File: config.mk
export PLATFORM = sky130hd
export DESIGN_NAME = mips_muldiv_unit
export DESIGN_NICKNAME = d
export VERILOG_FILES = /design/src/rtl/mips_muldiv_pkg.sv /design/src/rtl/mips_muldiv_core.sv /design/src/rtl/mips_muldiv_unit.sv
export SDC_FILE = /design/constraint.sdc
export NUM_CORES = 1
export LEC_CHECK = 0
export ABC_AREA = 1
export CELL_PAD_IN_SITES_DETAIL_PLACEMENT = 0
export CELL_PAD_IN_SITES_GLOBAL_PLACEMENT = 1
export CORE_MARGIN = 2
export CORE_UTILIZATION = 30
export DETAILED_ROUTE_END_ITERATION = 12
export DONT_BUFFER_PORTS = 1
export HOLD_SLACK_MARGIN = 0.05
export PLACE_DENSITY_LB_ADDON = 0.1
export SYNTH_ARGS = -nofsm -noshare
export SYNTH_HDL_FRONTEND = slang
export SYNTH_HIERARCHICAL = 1
export SYNTH_SLANG_ARGS = --single-unit
File: constraint.sdc
create_clock -name clk -period 6.2 [get_ports clk]
set_clock_uncertainty 0.1 [all_clocks]
set_input_delay 1.24 -clock clk [delete_from_list [all_inputs] [get_ports clk]]
set_output_delay 1.24 -clock clk [all_outputs]
set_load 0.02 [all_outputs]
File: src/rtl/mips_muldiv_pkg.sv
// Shared definitions for the MIPS multiply/divide unit: opcodes, FSM states
// and the LO value written on a divide by zero.
package mips_muldiv_pkg;

    typedef enum logic [2:0] {
        OP_MULT  = 3'd0,
        OP_MULTU = 3'd1,
        OP_DIV   = 3'd2,
        OP_DIVU  = 3'd3,
        OP_MTHI  = 3'd4,
        OP_MTLO  = 3'd5
    } op_e;

    typedef enum logic [1:0] {
        ST_IDLE,
        ST_RUN,
        ST_FIX
    } state_e;

    // All-ones quotient for divide by zero; sliced to the datapath width (<= 128).
    localparam int                    MAX_WIDTH = 128;
    localparam logic [MAX_WIDTH-1:0]  DIVZ_LO   = '1;

endpackage

File: src/rtl/mips_muldiv_core.sv
// Unsigned iterative engine: one shift-add (multiply) or restoring
// shift-subtract (divide) step per enabled cycle, accumulated in a 2W register.
module mips_muldiv_core
    import mips_muldiv_pkg::*;
#(
    parameter int W = 32
) (
    input  logic           clk,
    input  logic           reset,
    input  logic           i_load,
    input  logic           i_step,
    input  logic           i_div,
    input  logic [W-1:0]   i_a,
    input  logic [W-1:0]   i_b,
    output logic [2*W-1:0] o_acc,
    output logic [W-1:0]   o_quot,
    output logic [W-1:0]   o_rem
);

    logic [2*W-1:0] r_acc;
    logic [W-1:0]   r_opnd;
    logic           r_div;

    logic [W:0]     w_sum;
    logic [W:0]     w_rem_sh;
    logic [W:0]     w_diff;
    logic [2*W-1:0] w_next;

    // Upper half is the partial product (multiply) or partial remainder (divide).
    assign w_sum    = {1'b0, r_acc[2*W-1:W]} + {1'b0, r_opnd};
    assign w_rem_sh = {r_acc[2*W-1:W], r_acc[W-1]};
    assign w_diff   = w_rem_sh - {1'b0, r_opnd};

    always_comb begin
        // NOTE: every always_comb output gets a default first so no latch is inferred.
        w_next = {w_sum, r_acc[W-1:1]};
        if (!r_acc[0] && !r_div)
            w_next = {1'b0, r_acc[2*W-1:1]};
        else if (r_div)
            w_next = w_diff[W] ? {w_rem_sh[W-1:0], r_acc[W-2:0], 1'b0}
                               : {w_diff[W-1:0],   r_acc[W-2:0], 1'b1};
    end

    always_ff @(posedge clk or negedge reset) begin
        if (!reset) begin
            // NOTE: sequential state uses non-blocking assignments only.
            r_acc  <= '0;
            r_opnd <= '0;
            r_div  <= 1'b0;
        end else if (i_load) begin
            r_div  <= i_div;
            r_opnd <= i_div ? i_b : i_a;
            r_acc  <= {{W{1'b0}}, (i_div ? i_a : i_b)};
        end else if (i_step) begin
            r_acc  <= w_next;
        end
    end

    assign o_acc  = r_acc;
    assign o_quot = r_acc[W-1:0];
    assign o_rem  = r_acc[2*W-1:W];

endmodule

File: src/rtl/mips_muldiv_unit.sv
// MIPS MULT/MULTU/DIV/DIVU/MTHI/MTLO unit: sign handling, control FSM and the
// HI/LO result registers around the unsigned iterative core.
module mips_muldiv_unit
    import mips_muldiv_pkg::*;
#(
    parameter int DATA_WIDTH = 32,
    parameter int CNT_WIDTH  = $clog2(DATA_WIDTH + 1)
) (
    input  logic                  clk,
    input  logic                  reset,
    input  logic                  start,
    input  logic [2:0]            op,
    input  logic [DATA_WIDTH-1:0] in_A,
    input  logic [DATA_WIDTH-1:0] in_B,
    input  logic                  cancel,
    output logic                  busy,
    output logic                  done,
    output logic                  div_by_zero,
    output logic [DATA_WIDTH-1:0] o_HI,
    output logic [DATA_WIDTH-1:0] o_LO
);

    localparam int W = DATA_WIDTH;

    state_e               r_state, w_next_state;
    logic [CNT_WIDTH-1:0] r_cnt;
    logic [W-1:0]         r_hi, r_lo, r_a_raw;
    logic                 r_done, r_dbz, r_dbz_pend;
    logic                 r_neg_q, r_neg_r, r_is_div;

    logic                 w_idle_req, w_muldiv, w_signed, w_div, w_accept;
    logic [W-1:0]         w_a_abs, w_b_abs, w_quot, w_rem, w_res_hi, w_res_lo;
    logic [2*W-1:0]       w_acc, w_prod;

    assign w_idle_req = (r_state == ST_IDLE) && start && !cancel;
    assign w_signed   = (op == OP_MULT) || (op == OP_DIV);
    assign w_div      = (op == OP_DIV)  || (op == OP_DIVU);
    assign w_muldiv   = w_signed || w_div || (op == OP_MULTU);
    assign w_accept   = w_idle_req && w_muldiv;

    assign w_a_abs = (w_signed && in_A[W-1]) ? -in_A : in_A;
    assign w_b_abs = (w_signed && in_B[W-1]) ? -in_B : in_B;

    mips_muldiv_core #(.W(W)) u_core (
        .clk    (clk),
        .reset  (reset),
        .i_load (w_accept),
        .i_step (r_state == ST_RUN),
        .i_div  (w_div),
        .i_a    (w_a_abs),
        .i_b    (w_b_abs),
        .o_acc  (w_acc),
        .o_quot (w_quot),
        .o_rem  (w_rem)
    );

    always_ff @(posedge clk or negedge reset) begin
        if (!reset) r_state <= ST_IDLE;
        else        r_state <= w_next_state;
    end

    always_comb begin
        w_next_state = r_state;
        case (r_state)
            ST_IDLE: if (w_accept) w_next_state = ST_RUN;
            ST_RUN:  if (cancel) w_next_state = ST_IDLE;
                     else if (r_cnt == CNT_WIDTH'(1)) w_next_state = ST_FIX;
            ST_FIX:  w_next_state = ST_IDLE;
            default: w_next_state = ST_IDLE;
        endcase
    end

    // MIN / -1 needs no special case: |MIN| is 2^(W-1) unsigned and both signs cancel.
    assign w_prod = r_neg_q ? -w_acc : w_acc;

    always_comb begin
        w_res_hi = w_prod[2*W-1:W];
        w_res_lo = w_prod[W-1:0];
        if (r_is_div) begin
            if (r_dbz_pend) begin
                w_res_hi = r_a_raw;
                w_res_lo = DIVZ_LO[W-1:0];
            end else begin
                w_res_hi = r_neg_r ? -w_rem  : w_rem;
                w_res_lo = r_neg_q ? -w_quot : w_quot;
            end
        end
    end

    always_ff @(posedge clk or negedge reset) begin
        if (!reset) begin
            r_cnt      <= '0;
            r_hi       <= '0;
            r_lo       <= '0;
            r_a_raw    <= '0;
            r_done     <= 1'b0;
            r_dbz      <= 1'b0;
            r_dbz_pend <= 1'b0;
            r_neg_q    <= 1'b0;
            r_neg_r    <= 1'b0;
            r_is_div   <= 1'b0;
        end else begin
            r_done <= 1'b0;
            if (w_accept) begin
                r_cnt      <= CNT_WIDTH'(W);
                r_neg_q    <= w_signed && (in_A[W-1] ^ in_B[W-1]);
                r_neg_r    <= w_signed && in_A[W-1];
                r_is_div   <= w_div;
                r_dbz_pend <= w_div && (in_B == '0);
                r_a_raw    <= in_A;
                r_dbz      <= 1'b0;
            end else if (r_state == ST_RUN) begin
                r_cnt <= r_cnt - 1'b1;
            end
            if (w_idle_req && (op == OP_MTHI)) r_hi <= in_A;
            if (w_idle_req && (op == OP_MTLO)) r_lo <= in_A;
            if ((r_state == ST_FIX) && !cancel) begin
                r_hi   <= w_res_hi;
                r_lo   <= w_res_lo;
                r_dbz  <= r_dbz_pend;
                r_done <= 1'b1;
            end
        end
    end

    assign busy        = (r_state != ST_IDLE);
    assign done        = r_done;
    assign div_by_zero = r_dbz;
    assign o_HI        = r_hi;
    assign o_LO        = r_lo;

endmodule

==> results.toml, run 1 <==
[pwr]
p_sw_frac = 0.5864
pwr-share-comb = 0.595
ir_worst_vdd_uv = 340.1
leakage_uw = 0.01111
power_density_nw_per_um2 = 520.5
pwr-share-clk = 0.138
internal_power_uw = 5012
p_switching_uw = 7107
p_seq_frac = 0.268

[run]
maxCapViolations = 0

[yosys]
ys_seq_elements = 207
post_synth_num_cell_types = 58
synth_area_leaders = "dfrtp_1 24%, nand2_1 19%, inv_1 7.4%, nor2_1 6.8%, o21ai_0 6.3%"
syn_avg_cell_area_sq_um = 6.012
ys.flop_type = "dfrtp_1"
synthesis.nets = 3794
ys_top_cells_by_count = "1104 x nand2_1, 430 x inv_1, 395 x nor2_1"
ys.warnings.count = 6
synth_cells = 3650
yosysSeqAreaShare = 0.2361
ys_async_sr_fraction = 1.000
yosysMostFrequentCell = "nand2_1"
yosysTopAreaCell = "dfrtp_1"
synth_edf_count = 0
synth_area_sq_um = 21940
synth.top_cell.area_share = 0.2361

[clocking]
clkSinkCount = 207
clock_path_buffers = 3
h-tree-depth = 1
cts_tree = "yes"
clock_latency_ns = 0.59
cts_setup_buffers = 0
cts-root-buf = "clkbuf_16"
clk_pin_slew_worst_paths_ns = 0.06
cts_resized = 0
hold_buffers = 0
cts_buffers = 27

[cells_and_area]
area_growth_syn_to_layout_pct = 6.107
drive_gt1_frac = 0.05454
finalInstanceArea_sq_um = 23280
nFillCells = 8189
finalNetCount = 3663

[placed_design]
portBuffers = 0
hpwl_um = 89570
place_ws_ns = 1.754
dpl_cell_area_sq_um = 22370
gp_congestion = 0.9983

[detailed_routing]
drtAntennaViolNets = 0
drt-wirelength-per-cell_um = 25.03
vias_per_cell = 5.391
dr.pass1.iters = 8
drc = 0
drtIter0Drc = 2368
wl_um = 112600
vias = 24256

[worst_setup_path]
crit_path_end_kind = "register"
r2r_end = "u_core/o_acc[62]"
r2r_slack_ns = 2.41
worstReg2RegStart = "u_core/o_acc[50]"
rr_worst_depth = 17
path_max_fanout = 3
critPathArrivalTime_ns = 4.56
critical_path_class = "primary input to register"
crit_required_ns = 6.61
worstSetupStartpointType = "primary input"

[die]
start_util = 0.3018
coreArea_sq_um = 72710
die_h_um = 274.4
fp.dieArea_sq_um = 75320
num_rows = 99
die_w_um = 274.4
ioPinCount = 138

[status]
outcome = "completed"

[timing]
slew_headroom = 0.1452
slew_viol_final = 0
max_freq_ghz = 0.2411
period_share = 0.6690
tns_ns = 0
rsz0062_at_grt = "false"
setup_slack_ns = 2.052
setup_violations = 0
hold_viol_final = 0
tightest_slew_ns = 1.281
finalCriticalPeriod_ns = 4.148

[min_path]
hold_path_class = "primary input to asynchronous set/reset pin"

[grt]
grt_usage = 0.2916
grt_antenna_before_repair = 4
grt_start_max_net_pins = 208
grt_pass1_vias = 22831
gr-total-overflow = 0
grt_pass1_wl_um = 160900
power groups by stage:
stage	sequential, uW	clock [uW]	combinational, uW
3_5_place_dp	3230	0	7130
2_1_floorplan	2510	0	5320
3_3_place_gp	3230	0	7170
4_1_cts	3210	1690	7170
6_report	3240	1670	7210
5_1_grt	3270	1730	8010
layout by cell type (no fill, tap or decap), types with 23 or more instances in the layout:
cell / n
dfrtp_1: 205
xor2_1: 65
buf_4: 33
ha_1: 71
inv_1: 429
nand2_1: 1104
a31oi_1: 28
nand4_1: 47
nand3_1: 273
nand3b_1: 31
a21oi_1: 177
o211ai_1: 53
xnor2_1: 35
nor3_1: 36
o22ai_1: 23
clkbuf_16: 27
o21ai_0: 277
nor2_1: 391
cells by family after synthesis:
group	after synthesis	share of synthesized area
xor+xnor	100	0.03992
simple gates	1959	0.3762
fa+ha+maj	73	0.04231
buf+inv	639	0.1240
compound gates	664	0.1779
mux	8	0.003650
flops	207	0.2361
final cells by class:
cell class | instances | area [sq um] | area share
Timing Repair Buffer | 33 | 247.7 | 0.01064
Clock inverter | 10 | 126.4 | 0.005428
Sequential cell | 207 | 5182 | 0.2226
Inverter | 446 | 1674 | 0.07190
Antenna cell | 1 | 2.502 | 0.0001075
Clock buffer | 39 | 780.7 | 0.03353
Multi-Input combinational cell | 2804 | 14070 | 0.6043
Tap cell | 959 | 1200 | 0.05154
critical path: stages:
cell and delay [ns]:
inv_1 0.07, ha_1 0.29, nand3_1 0.15, nor2_1 0.53, nand2_1 0.27, nor2_1 0.59
nand3_1 0.21, o21ai_0 0.43, xor2_1 0.26, inv_1 0.13, a21oi_1 0.15, o21ai_0 0.12
o21ai_0 0.11
how the worst max path moves through the flow:
stage | from | endpoint | slack (ns)
2_1_floorplan | cancel | u_core/o_acc[37] | 2.66
3_3_place_gp | in_A[1] | u_core/r_opnd[28] | 1.63
3_5_place_dp | in_A[1] | u_core/r_opnd[28] | 1.75
4_1_cts | in_A[1] | u_core/r_opnd[28] | 2.35
5_1_grt | in_A[1] | u_core/r_opnd[28] | 2.09
6_report | in_A[1] | u_core/r_opnd[24] | 2.05
sequential cells by signal, summed over array words and instances (netlist names):
name	count
r_state	2
u_core/r_opnd	32
o_LO	32
done	1
r_neg_r	1
o_HI	32
r_a_raw	32
u_core/r_div	1
div_by_zero	1
r_is_div	1
r_cnt	6
u_core/o_acc	64
r_dbz_pend	1
r_neg_q	1
metrics by stage:
step	util	hold WS, ns	total power [uW]	instances
after floorplan	-	0.3417	7834	3650
after global placement	0.3077	0.3583	10400	4449
after detailed placement	0.3077	0.3629	10360	4449
after CTS	0.3202	0.2402	12060	4498
after global routing	0.3202	0.2495	13010	4498
final	0.3202	0.2635	12120	4499
layer usage:
metal | routed length (um) | share of wire | global-route usage
met1 | 50520 | 0.45 | 0.4024
met2 | 49970 | 0.44 | 0.4615
met3 | 7551 | 0.067 | 0.03888
met4 | 4562 | 0.041 | 0.1090
met5 | 13 | 0.00012 | 0
(Power assumes the default switching activity.)
==> inputs of run 2 (changes only) <==
Clock period 6.2 ns to 3.61 ns, I/O delays scaled along.
==> run 2 against run 1 <==
The run now ends with negative hold slack left. Register-to-register slack worse by 1.9 ns. Via count rose by 0.86%. Total power increased by 78%.
==> results.toml, run 2 (synthesized netlist as in run 1, its figures left out) <==
[worst_setup_path]
crit_path_end_kind = "register"
crit_required_ns = 4.00
worstSetupStartpointType = "register"
r2r_slack_ns = 0.47
path_max_fanout = 36
critical_path_class = "register to register"
critPathArrivalTime_ns = 3.53

[cells_and_area]
finish.utilization = 0.3303
multi_input_area_sq_um = 14070
nFillCells = 8160
diodes = 0
finalNetCount = 3733
final_cell_mix = "1104 x nand2_1, 429 x inv_1, 391 x nor2_1, 277 x o21ai_0, 273 x nand3_1"
largest_reg_flops = 64
finalInstanceArea_sq_um = 24010
area_growth_syn_to_layout_pct = 9.443
seq_area_sq_um = 5182
layout_commonest_cell = "nand2_1"
drive_gt1_frac = 0.07368

[placed_design]
dpl_cell_area_sq_um = 22960
gp_congestion = 1.018
portBuffers = 0
place_ws_ns = 0.1693
hpwl_um = 87990

[clocking]
clock_latency_ns = 0.61
h-tree-depth = 1
cts_setup_buffers = 0
cts_buffers = 29
cts-root-buf = "clkbuf_16"
clkSinkCount = 207
cts_resized = 0
cts_tree = "yes"
clock_path_buffers = 3
clk_pin_slew_worst_paths_ns = 0.06

[timing]
slew_headroom = 0.3204
slew_viol_final = 0
tns_ns = 0
tightest_slew_ns = 1.019
period_share = 0.8684
hold_viol_final = 207
finalCriticalPeriod_ns = 3.135
setup_violations = 0
rsz0062_at_grt = "false"
timing.hold.ws_ns = -0.2645
setup_slack_ns = 0.4749
max_freq_ghz = 0.3190

[status]
violations = "negative hold slack"
outcome = "finished with violations"

[pwr]
p_total_uw = 21570
power_density_nw_per_um2 = 898.0
leakage_uw = 0.01154
ir_worst_vdd_uv = 353.3

[die]
fp.dieArea_sq_um = 75320
die_h_um = 274.4
coreArea_sq_um = 72710
die_w_um = 274.4
start_util = 0.3018
ioPinCount = 138
num_rows = 99

[detailed_routing]
wl_um = 110700
vias = 24464
dr.pass1.iters = 6
drtIter0Drc = 2310
drc = 0
drtAntennaViolNets = 0
vias_per_cell = 5.354
drt-wirelength-per-cell_um = 24.24

[min_path]
hold_path_class = "primary input to asynchronous set/reset pin"

[grt]
grt_antenna_before_repair = 3
grt_start_max_net_pins = 208
gr-total-overflow = 0
grt_pass1_vias = 23321
grt_pass1_wl_um = 160300
grt_usage = 0.2880

[run]
maxCapViolations = 0
## run 2: where the power goes
group / internal, uW / switching, uW
Clock: 2000 / 1260
Sequential: 3150 / 1460
Combinational: 4190 / 9500
Total: 9340 / 12200
## run 2: layout make-up
class	instances	share of cell area
multi-input combinational	2804	0.5858
sequential	207	0.2158
inverter	446	0.06971
tap	959	0.04997
clock buffer	41	0.03543
timing repair buffer	101	0.03470
clock inverter	11	0.008545
## run 2: worst paths after layout
path	startpoint	end	cells after the start
worst max-delay path	u_core/o_acc[35]	u_core/o_acc[62]	18
worst min-delay path	reset	done	0
worst max register to register	u_core/o_acc[35]	u_core/o_acc[62]	18
worst min register to register	r_a_raw[30]	r_a_raw[30]	2
max in group asynchronous	reset	u_core/r_div	0
min in group clk	in_A[7]	r_a_raw[7]	2
## run 2: per-stage QoR
step           cells  hold WS (ns)
6_report        4569       -0.2645
5_1_grt         4569       -0.2873
4_1_cts         4569       -0.3068
3_5_place_dp    4517        0.3422
3_3_place_gp    4517        0.3412
2_1_floorplan   3650        0.3264
## run 2: worst max-delay path, cell delays in order, from the launching register on
cell     delay [ns]
dfrtp_1        0.58
ha_1           0.46
nand2_1        0.11
nor2_1         0.12
nand3_1        0.10
nand2_2        0.16
nand2_1        0.09
nand2_2        0.11
nand2_2        0.08
nand2_2        0.08
nand2_2        0.06
nand2_4        0.46
nand2_1        0.10
nand2_1        0.09
nand2_1        0.05
nand2_1        0.08
nand2_1        0.05
nand2_1        0.06
nand2_1        0.06
## run 2: layer usage
layer	GRT usage	up-vias	wire length [um]
met2	0.4545	899	48640
met3	0.03582	138	7420
met4	0.1061	0	4501
met1	0.4004	11722	50190
li1	-	11705	-
met5	0	-	0
